--- config.mk ---
export PLATFORM = sky130hd
export DESIGN_NAME = csi_tx_clk_lane
export DESIGN_NICKNAME = d
export VERILOG_FILES = /design/src/rtl/csi_tx_pkg.sv /design/src/rtl/csi_tx_lp_timer.sv /design/src/rtl/csi_tx_clk_lane.sv
export SDC_FILE = /design/constraint.sdc
export NUM_CORES = 1
export LEC_CHECK = 0
export CAP_MARGIN = 20
export CORE_MARGIN = 10
export CORE_UTILIZATION = 35
export CTS_CLUSTER_DIAMETER = 150
export DETAILED_ROUTE_END_ITERATION = 12
export GPL_ROUTABILITY_DRIVEN = 0
export GPL_TIMING_DRIVEN = 0
export SKIP_CTS_REPAIR_TIMING = 1
export SLEW_MARGIN = 20
export SYNTH_ARGS = -nofsm -noshare
export SYNTH_HDL_FRONTEND = slang
export SYNTH_HIERARCHICAL = 1
export SYNTH_SLANG_ARGS = --single-unit
--- constraint.sdc ---
create_clock -name byte_clock -period 3.05 [get_ports byte_clock]
set_clock_uncertainty 0.1 [all_clocks]
set_input_delay 0.61 -clock byte_clock [delete_from_list [all_inputs] [get_ports byte_clock]]
set_output_delay 0.61 -clock byte_clock [all_outputs]
set_load 0.01 [all_outputs]
--- src/rtl/csi_tx_pkg.sv ---
//----------------------------------------------------------------------------
// Module   : csi_tx_pkg
// Brief    : Shared types, clock patterns and default D-PHY timings for CSI-2 Tx.
// Revision : 1.0 - initial release
//----------------------------------------------------------------------------
`default_nettype none

package csi_tx_pkg;

  typedef enum logic [3:0] {
    ST_STOP    = 4'd0,
    ST_HS_RQST = 4'd1,
    ST_PREPARE = 4'd2,
    ST_ZERO    = 4'd3,
    ST_PRE     = 4'd4,
    ST_RUN     = 4'd5,
    ST_POST    = 4'd6,
    ST_TRAIL   = 4'd7,
    ST_EXIT    = 4'd8
  } clk_lane_state_e;

  localparam logic [7:0] CLK_PAT_TOGGLE = 8'h55;
  localparam logic [7:0] CLK_PAT_ZERO   = 8'h00;

  localparam int DPHY_T_LPX         = 4;
  localparam int DPHY_T_CLK_PREPARE = 3;
  localparam int DPHY_T_CLK_ZERO    = 20;
  localparam int DPHY_T_CLK_PRE     = 4;
  localparam int DPHY_T_CLK_POST    = 8;
  localparam int DPHY_T_CLK_TRAIL   = 4;
  localparam int DPHY_T_HS_EXIT     = 6;

  // Timing values outside 1..255 saturate so every timed state lasts at least one cycle.
  function automatic logic [7:0] clamp_timing(input int value);
    if (value < 1) begin
      return 8'd1;
    end else if (value > 255) begin
      return 8'd255;
    end else begin
      return value[7:0];
    end
  endfunction

endpackage

`default_nettype wire

--- src/rtl/csi_tx_lp_timer.sv ---
//----------------------------------------------------------------------------
// Module   : csi_tx_lp_timer
// Brief    : Loadable 8-bit down-counter; done marks the last cycle of a timed state.
// Revision : 1.0 - initial release
//----------------------------------------------------------------------------
`default_nettype none

module csi_tx_lp_timer (
  input  logic       byte_clock,
  input  logic       reset_n,
  input  logic       load,
  input  logic [7:0] load_value,
  output logic       done
);

  logic [7:0] r_count;

  always_ff @(posedge byte_clock or negedge reset_n) begin
    if (!reset_n) begin
      r_count <= 8'd0;
    end else if (load) begin
      r_count <= (load_value == 8'd0) ? 8'd1 : load_value;
    end else if (r_count != 8'd0) begin
      r_count <= r_count - 8'd1;
    end
  end

  // Reading 1 means this is the final cycle; 0 only occurs when idle.
  assign done = (r_count <= 8'd1);

endmodule

`default_nettype wire

--- src/rtl/csi_tx_clk_lane.sv ---
//----------------------------------------------------------------------------
// Module   : csi_tx_clk_lane
// Brief    : D-PHY clock-lane sequencer: LP-11 stop to running HS clock and back.
// Revision : 1.0 - initial release
//----------------------------------------------------------------------------
`default_nettype none

module csi_tx_clk_lane
  import csi_tx_pkg::*;
#(
  parameter int T_LPX         = DPHY_T_LPX,
  parameter int T_CLK_PREPARE = DPHY_T_CLK_PREPARE,
  parameter int T_CLK_ZERO    = DPHY_T_CLK_ZERO,
  parameter int T_CLK_PRE     = DPHY_T_CLK_PRE,
  parameter int T_CLK_POST    = DPHY_T_CLK_POST,
  parameter int T_CLK_TRAIL   = DPHY_T_CLK_TRAIL,
  parameter int T_HS_EXIT     = DPHY_T_HS_EXIT
) (
  input  logic       byte_clock,
  input  logic       reset_n,
  input  logic       enable,
  input  logic       hs_req,
  output logic       hs_ready,
  output logic       lp_p,
  output logic       lp_n,
  output logic       hs_oe,
  output logic [7:0] clk_byte,
  output logic       stop_state
);

  localparam logic [7:0] c_t_lpx     = clamp_timing(T_LPX);
  localparam logic [7:0] c_t_prepare = clamp_timing(T_CLK_PREPARE);
  localparam logic [7:0] c_t_zero    = clamp_timing(T_CLK_ZERO);
  localparam logic [7:0] c_t_pre     = clamp_timing(T_CLK_PRE);
  localparam logic [7:0] c_t_post    = clamp_timing(T_CLK_POST);
  localparam logic [7:0] c_t_trail   = clamp_timing(T_CLK_TRAIL);
  localparam logic [7:0] c_t_exit    = clamp_timing(T_HS_EXIT);

  clk_lane_state_e r_state;
  clk_lane_state_e w_state_next;
  logic            w_load;
  logic [7:0]      w_load_value;
  logic            w_timer_done;

  logic            r_hs_ready;
  logic            r_lp_p;
  logic            r_lp_n;
  logic            r_hs_oe;
  logic [7:0]      r_clk_byte;
  logic            r_stop_state;

  logic            w_hs_ready;
  logic            w_lp_p;
  logic            w_lp_n;
  logic            w_hs_oe;
  logic [7:0]      w_clk_byte;
  logic            w_stop_state;

  csi_tx_lp_timer u_timer (
    .byte_clock (byte_clock),
    .reset_n    (reset_n),
    .load       (w_load),
    .load_value (w_load_value),
    .done       (w_timer_done)
  );

  always_ff @(posedge byte_clock or negedge reset_n) begin
    if (!reset_n) begin
      r_state <= ST_STOP;
    end else begin
      r_state <= w_state_next;
    end
  end

  // The timer is reloaded on the same edge that enters each timed state.
  always_comb begin
    w_state_next = r_state;
    w_load       = 1'b0;
    w_load_value = c_t_lpx;
    case (r_state)
      ST_STOP: begin
        if (hs_req && enable) begin
          w_state_next = ST_HS_RQST;
          w_load       = 1'b1;
          w_load_value = c_t_lpx;
        end
      end
      ST_HS_RQST: begin
        if (w_timer_done) begin
          w_state_next = ST_PREPARE;
          w_load       = 1'b1;
          w_load_value = c_t_prepare;
        end
      end
      ST_PREPARE: begin
        if (w_timer_done) begin
          w_state_next = ST_ZERO;
          w_load       = 1'b1;
          w_load_value = c_t_zero;
        end
      end
      ST_ZERO: begin
        if (w_timer_done) begin
          w_state_next = ST_PRE;
          w_load       = 1'b1;
          w_load_value = c_t_pre;
        end
      end
      ST_PRE: begin
        if (w_timer_done) begin
          if (hs_req) begin
            w_state_next = ST_RUN;
          end else begin
            w_state_next = ST_POST;
            w_load       = 1'b1;
            w_load_value = c_t_post;
          end
        end
      end
      ST_RUN: begin
        if (!hs_req) begin
          w_state_next = ST_POST;
          w_load       = 1'b1;
          w_load_value = c_t_post;
        end
      end
      ST_POST: begin
        if (w_timer_done) begin
          w_state_next = ST_TRAIL;
          w_load       = 1'b1;
          w_load_value = c_t_trail;
        end
      end
      ST_TRAIL: begin
        if (w_timer_done) begin
          w_state_next = ST_EXIT;
          w_load       = 1'b1;
          w_load_value = c_t_exit;
        end
      end
      ST_EXIT: begin
        if (w_timer_done) begin
          w_state_next = ST_STOP;
        end
      end
      default: begin
        w_state_next = ST_EXIT;
        w_load       = 1'b1;
        w_load_value = c_t_exit;
      end
    endcase
  end

  // Outputs are decoded from the next state so they register in step with it.
  always_comb begin
    w_lp_p       = 1'b0;
    w_lp_n       = 1'b0;
    w_hs_oe      = 1'b0;
    w_clk_byte   = CLK_PAT_ZERO;
    w_hs_ready   = 1'b0;
    w_stop_state = 1'b0;
    case (w_state_next)
      ST_STOP: begin
        w_lp_p       = 1'b1;
        w_lp_n       = 1'b1;
        w_stop_state = 1'b1;
      end
      ST_HS_RQST: begin
        w_lp_n = 1'b1;
      end
      ST_PREPARE: begin
        w_hs_oe = 1'b0;
      end
      ST_ZERO, ST_TRAIL: begin
        w_hs_oe = 1'b1;
      end
      ST_PRE, ST_POST: begin
        w_hs_oe    = 1'b1;
        w_clk_byte = CLK_PAT_TOGGLE;
      end
      ST_RUN: begin
        w_hs_oe    = 1'b1;
        w_clk_byte = CLK_PAT_TOGGLE;
        w_hs_ready = 1'b1;
      end
      default: begin
        w_lp_p = 1'b1;
        w_lp_n = 1'b1;
      end
    endcase
  end

  always_ff @(posedge byte_clock or negedge reset_n) begin
    if (!reset_n) begin
      r_lp_p       <= 1'b1;
      r_lp_n       <= 1'b1;
      r_hs_oe      <= 1'b0;
      r_clk_byte   <= CLK_PAT_ZERO;
      r_hs_ready   <= 1'b0;
      r_stop_state <= 1'b1;
    end else begin
      r_lp_p       <= w_lp_p;
      r_lp_n       <= w_lp_n;
      r_hs_oe      <= w_hs_oe;
      r_clk_byte   <= w_clk_byte;
      r_hs_ready   <= w_hs_ready;
      r_stop_state <= w_stop_state;
    end
  end

  assign lp_p       = r_lp_p;
  assign lp_n       = r_lp_n;
  assign hs_oe      = r_hs_oe;
  assign clk_byte   = r_clk_byte;
  assign hs_ready   = r_hs_ready;
  assign stop_state = r_stop_state;

endmodule

`default_nettype wire

==> impl_summary.txt, run 1 <==
----------------------------------------------------
[Clock tree]
  Total clock sinks ... 18
  Clock-pin slew on the worst setup and hold paths ... 0.11 ns
  Total clock buffers created by CTS ... 3
  Maximum level of the CTS H-tree ... 1
  TritonCTS clock tree ... yes
  Largest buffer count on any clock path ... 2
  Clock insertion delay at the later pin of the skew report ... 0.29 ns
  Clock root buffer master ... clkbuf_4

[Timing]
  Fin. max-slew vios ... 0
  Total setup violations reported at the end of the flow ... 0
  Hold_ws ... 0.5570 ns
  Fin crit share ... 94.59%
  Final hold violations ... 0
  Slew of the pin with the lowest slew margin ... 0.8298 ns
  Clock period minus worst slack ... 2.885 ns
  Post-Route Setup TNS ... 0 ns
  Normalized max-slew margin ... 44.51%
  Achievable frequency ... 346.6 MHz
  Crit path setup slack, layout ... 0.1649 ns

[Route]
  Number of violations reported at the end of detailed-routing iteration 0 ... 26
  ANT nets after route ... 0
  Final wirelength ... 2531 um
  Final routed DRC violation total ... 0
  Routed wire per std cell ... 12.53 um
  Number of vias per cell ... 4.970
  Vias ... 1004
  Total iterations of the first detailed-routing run ... 4

[Global routing]
  Maximum number of pins on one net before global-route repair ... 19
  Vias in the first global route ... 1001
  Number of antenna violations at the first check in global routing ... 0
  Total routing usage reported by global routing ... 8.737%
  GR Overflow Total ... 0
  Wire length of the first global-routing pass ... 4395 um

[Die]
  Die Ht ... 77.57 um
  Horizontal die dimension ... 77.57 um
  Area of the core ... 3103 um^2
  Cell row count ... 20
  Die ar. ... 6016 um^2
  Initial Utilization ... 37.38%
  I/O pins ... 17

[Power and ir drop]
  Standby leakage power ... 0.6297 nW
  VDD IR-drop max ... 0.4016 mV
  P per Cell Area ... 825.7 nW/um^2

[Placed design]
  Cell count after placement ... 193
  Setup slack at placement ... -0.3496 ns
  Post-detail-place hpwl ... 1955 um
  Count of input and output buffers ... 12

[Outcome]
  Run status ... completed

[Synth]
  Fraction of synthesized cell area taken by the top area cell type ... 32.36%
  Average cell area after synthesis ... 9.061 um^2
  Cell type with the largest total area after synthesis ... dfrtp_1
  Count of flip-flops with a built-in enable after synthesis ... 0
  Share of synthesized registers carrying an async set or reset ... 100.0%
  Sequential element share of the synthesized area ... 39.16%
  Ranking of synthesized cells by area ... dfrtp_1, dfstp_2, a21oi_1
  Register bit count reported by yosys ... 18
  Synthesized area ... 1160 um^2
  Count of different cell masters after synthesis ... 47
  Predominant post-synthesis flop cell ... dfrtp_1
  Synthesis warning total ... 6
  Synthesized instance count ... 128

[Setup path]
  Critical path buffer and inverter count ... 3
  Data arrival time of the worst path ... 2.96 ns
  Cell with the largest stage delay on the worst path ... or4_4
  Largest stage delay on the critical path ... 0.57 ns
  Required time at the endpoint of the critical path ... 3.13 ns
  Worst Setup End Kind ... flip-flop
  Critical Path Source Type ... flip-flop
  Maximum net fanout on the critical path ... 10
  Crit-path cells ... or4_4 > nor3_4 > o21a_1 > buf_4 > nor2_2 > nor3_2 > a31oi_1 > o21ai_2 > inv_1 > buf_2 > o211ai_1 > o21ai_0
  Critical Setup Path Class ... reg -> reg
  Cell class contributing the biggest share of worst-path delay ... simple AND/OR/NAND/NOR gates

[Cells and area]
  Fraction of the core area covered by cells at the end of the flow ... 47.38%
  Most frequent cells in the layout ... dfrtp_1, buf_4, clkdlybuf4s50_1
  Antenna fix cells ... 0
  Share of layout cells above drive strength 1 ... 24.05%
  Area growth from synthesis to layout ... 26.75%
  Final net count ... 165
  Commonest non-fill, non-tap cell in the layout ... dfrtp_1
  Final std cells w/o fill ... 202
  Number of fillers in the final layout ... 318

[Hold path]
  Worst hold path class ... reg -> reg

[Job]
  MaxCap Viol Count ... 0

----------------------------------------------------
[cells by family after synthesis]
logic type / synth area share, %
buffers and inverters: 9.600
AO/OA/AOI/OAI: 19.42
XOR/XNOR: 1.511
flip-flops: 39.16
multiplexers: 0.9708
adder cells (fa/ha/maj): 2.157
AND/OR/NAND/NOR: 26.86
other: 0.3233
[worst register-to-register path, stage by stage (launching register included)]
cell and delay, ns:
dfrtp_1 0.45, or4_4 0.57, nor3_4 0.15, o21a_1 0.20, buf_4 0.18, nor2_2 0.05, nor3_2 0.22, a31oi_1 0.09
o21ai_2 0.14, inv_1 0.13, buf_2 0.20, o211ai_1 0.18, o21ai_0 0.11
[stage by stage]
stage / area (um^2) / power [mW]
floorplan: 1194 / 0.8488
global placement: 1369 / 1.011
detailed placement: 1369 / 1.025
CTS: 1405 / 1.177
global route: 1470 / 1.322
finish: 1470 / 1.214
[worst paths after layout]
kind	cells past startpoint	startpoint	end	slack, ns
max in group asynchronous	1	reset_n	u_timer/r_count[0]$_DFFE_PN0P_	1.61
min in group asynchronous	1	reset_n	u_timer/r_count[1]$_DFFE_PN0P_	0.68
worst max register to register	12	u_timer/r_count[4]$_DFFE_PN0P_	u_timer/r_count[1]$_DFFE_PN0P_	0.16
worst min-delay path	2	r_state[1]$_DFF_PN0_	stop_state$_DFF_PN1_	0.56
worst min register to register	2	r_state[1]$_DFF_PN0_	stop_state$_DFF_PN1_	0.56
worst max-delay path	12	u_timer/r_count[4]$_DFFE_PN0P_	u_timer/r_count[1]$_DFFE_PN0P_	0.16
[synth_stat cells, types with 3 or more instances]
master / n
nor3_1: 4
o21ai_0: 4
nor4_1: 4
a21oi_1: 11
nor2_1: 12
buf_4: 7
buf_2: 5
inv_1: 6
dfstp_2: 3
nand2b_1: 3
a31oi_1: 3
dfrtp_1: 15
nor3b_1: 4
nand2_1: 4
[registers in the layout, indices dropped and copies added (netlist names)]
register         cells
u_timer/r_count      8
r_state              4
clk_byte             1
hs_oe                1
hs_ready             1
lp_n                 1
lp_p                 1
stop_state           1
[metal layers]
metal	share of wire, %	GRT usage [%]	up-vias
met2	54	16.64	19
li1	-	-	508
met4	0.51	1.825	0
met5	0	0	-
met1	41	8.782	475
met3	4.2	3.341	2
[layout make-up]
class	count	area, um^2	area share (%)
Tap cell	44	55.05	3.745
Timing Repair Buffer	17	157.7	10.72
Multi-Input combinational cell	98	650.6	44.26
Sequential cell	18	455.4	30.98
Buffer	14	88.84	6.043
Clock buffer	4	36.28	2.468
Inverter	7	26.28	1.787
[power by group]
part / leakage [nW] / internal (mW) / switching [mW]
sequential: 0.213 / 0.353 / 0.107
combinational: 0.396 / 0.314 / 0.294
clock: 0.0210 / 0.0727 / 0.0725
total: 0.630 / 0.740 / 0.474
Note: power is estimated with default switching activity, not from simulation.
==> run 2, diff against run 1 <==
--- a/config.mk
+++ b/config.mk
@@ -12,6 +12,7 @@
 export DETAILED_ROUTE_END_ITERATION = 12
 export GPL_ROUTABILITY_DRIVEN = 0
 export GPL_TIMING_DRIVEN = 0
+export SETUP_SLACK_MARGIN = 0.2
 export SKIP_CTS_REPAIR_TIMING = 1
 export SLEW_MARGIN = 20
 export SYNTH_ARGS = -nofsm -noshare
==> run 2 against run 1 <==
Setup slack better by 0.17 ns. Power up 6.1%. Flip-flop and latch count unchanged. Largest power group unchanged. Global-route usage unchanged. Die area unchanged.
==> impl_summary.txt, run 2 (synthesis results as in run 1) <==
----------------------------------------------------
[Route]
  Vias ... 1014
  Total iterations of the first detailed-routing run ... 4
  Routed wire per std cell ... 13.08 um
  Final routed DRC violation total ... 0
  Number of violations reported at the end of detailed-routing iteration 0 ... 27
  Final wirelength ... 2708 um
  Number of vias per cell ... 4.899
  ANT nets after route ... 0

[Global routing]
  Vias in the first global route ... 1001
  Maximum number of pins on one net before global-route repair ... 19
  Wire length of the first global-routing pass ... 4395 um
  Total routing usage reported by global routing ... 8.737%
  GR Overflow Total ... 0
  Number of antenna violations at the first check in global routing ... 0

[Timing]
  Slew of the pin with the lowest slew margin ... 0.8369 ns
  Unrepaired setup endpoints after global routing ... false
  Fin. max-slew vios ... 0
  Achievable frequency ... 368.8 MHz
  Normalized max-slew margin ... 44.03%
  Fin crit share ... 88.91%
  Total setup violations reported at the end of the flow ... 0
  Final hold violations ... 0
  Clock period minus worst slack ... 2.712 ns

[Clock tree]
  Clock-pin slew on the worst setup and hold paths ... 0.11 ns
  TritonCTS clock tree ... yes
  Clock root buffer master ... clkbuf_4
  Maximum level of the CTS H-tree ... 1
  Total clock sinks ... 18
  Clock insertion delay at the later pin of the skew report ... 0.30 ns
  Largest buffer count on any clock path ... 2
  Total clock buffers created by CTS ... 3

[Setup path]
  Critical Path Source Type ... flip-flop
  Maximum net fanout on the critical path ... 7
  Data arrival time of the worst path ... 2.83 ns
  Critical Setup Path Class ... reg -> reg
  Required time at the endpoint of the critical path ... 3.17 ns
  Number of cells on the worst reg-to-reg path ... 13
  Worst Setup End Kind ... flip-flop

[Cells and area]
  Register Area ... 456.7 um^2
  Area growth from synthesis to layout ... 33.44%
  Antenna fix cells ... 0
  Reg with most FFs ... u_timer/r_count
  Final std cells w/o fill ... 207
  Number of fillers in the final layout ... 306
  Final net count ... 170
  Share of layout cells above drive strength 1 ... 30.06%
  Most frequent cells in the layout ... buf_4, dfrtp_1, clkdlybuf4s50_1
  Footprint of the multi-input gates ... 680.7 um^2
  Max FFs per register ... 8
  Commonest non-fill, non-tap cell in the layout ... buf_4
  Biggest regs ... u_timer/r_count x8, r_state x4

[Power and ir drop]
  Switching pwr ... 502.4 uW
  Cell-internal power ... 785.1 uW
  P per Cell Area ... 831.9 nW/um^2
  Proportion of power drawn by the clock network ... 11.4%
  Part of the power in combinational logic ... 52.9%
  Proportion of total power due to net switching ... 39.02%
  Reg power frac ... 35.7%
  VDD IR-drop max ... 0.4077 mV
  Standby leakage power ... 0.6621 nW
  Post-layout power ... 1.287 mW

[Job]
  MaxCap Viol Count ... 0

[Die]
  Area of the core ... 3103 um^2
  Die ar. ... 6016 um^2
  Horizontal die dimension ... 77.57 um
  I/O pins ... 17
  Initial Utilization ... 37.38%
  Die Ht ... 77.57 um
  Cell row count ... 20

[Placed design]
  Cell count after placement ... 193
  Count of input and output buffers ... 12
  Post-detail-place hpwl ... 1955 um

[Outcome]
  Run status ... completed

[Hold path]
  Worst hold path class ... reg -> reg
  Number of instances on the worst hold path ... 2

----------------------------------------------------
run 2: changes by cell type in the layout (fill, tap and decap cells not counted), moves of 2 or more:
| cell | before | now |
|---|---|---|
| buf_2 | 5 | 3 |
| buf_4 | 13 | 18 |
| inv_1 | 6 | 4 |
| inv_2 | 0 | 2 |
run 2: worst max-delay path: stages, from the launching register on:
cell	delay, ns
dfrtp_1	0.42
inv_2	0.08
ha_1	0.20
o21a_4	0.23
buf_6	0.12
nor2_4	0.09
nor3_2	0.06
a31oi_1	0.20
o21ai_2	0.12
nand2b_1	0.15
or4_1	0.39
buf_4	0.17
and3_4	0.18
a211oi_2	0.12
run 2: worst paths after layout:
kind / from / endpoint / slack [ns]
worst max-delay path: u_timer/r_count[1]$_DFFE_PN0P_ / u_timer/r_count[0]$_DFFE_PN0P_ / 0.34
worst min register to register: r_state[1]$_DFF_PN0_ / stop_state$_DFF_PN1_ / 0.56
worst min-delay path: r_state[1]$_DFF_PN0_ / stop_state$_DFF_PN1_ / 0.56
max in group asynchronous: reset_n / u_timer/r_count[0]$_DFFE_PN0P_ / 1.60
worst max register to register: u_timer/r_count[1]$_DFFE_PN0P_ / u_timer/r_count[0]$_DFFE_PN0P_ / 0.34
min in group asynchronous: reset_n / u_timer/r_count[1]$_DFFE_PN0P_ / 0.68
run 2: cell type report:
class                   count  share of cell area (%)
multi-input cells          98                   43.98
plain buffers              14                   6.306
repair buffers             22                   12.61
clock buffers               4                   2.344
flip-flops and latches     18                   29.51
well taps                  44                   3.557
inverters                   7                   1.698
run 2: power groups by stage:
| stage | clock, mW | combinational (mW) | sequential, mW |
|---|---|---|---|
| floorplan | 0 | 0.400 | 0.448 |
| finish | 0.147 | 0.681 | 0.459 |
| CTS | 0.154 | 0.570 | 0.453 |
| detailed placement | 0 | 0.567 | 0.458 |
| global placement | 0 | 0.557 | 0.454 |
| global route | 0.163 | 0.763 | 0.474 |
run 2: through the flow:
step                hold WS (ns)  cell area, um^2  TNS, ns  setup WS (ns)  utilization, %
floorplan                 0.2144             1194        0         0.2824               -
global placement          0.5019             1369   -1.563        -0.2734           44.11
detailed placement        0.5200             1369   -1.989        -0.3496           44.11
CTS                       0.5328             1405   -2.167        -0.3736           45.28
global route              0.5766             1548        0         0.2091           49.88
finish                    0.5565             1548        0         0.3383           49.88
run 2: routing by layer:
| metal | wire length (um) | track usage [%] | vias up |
|---|---|---|---|
| met5 | 0 | 0 | - |
| met2 | 1509 | 16.64 | 15 |
| li1 | - | - | 515 |
| met3 | 116 | 3.341 | 2 |
| met4 | 13 | 1.825 | 0 |
| met1 | 1069 | 8.782 | 482 |
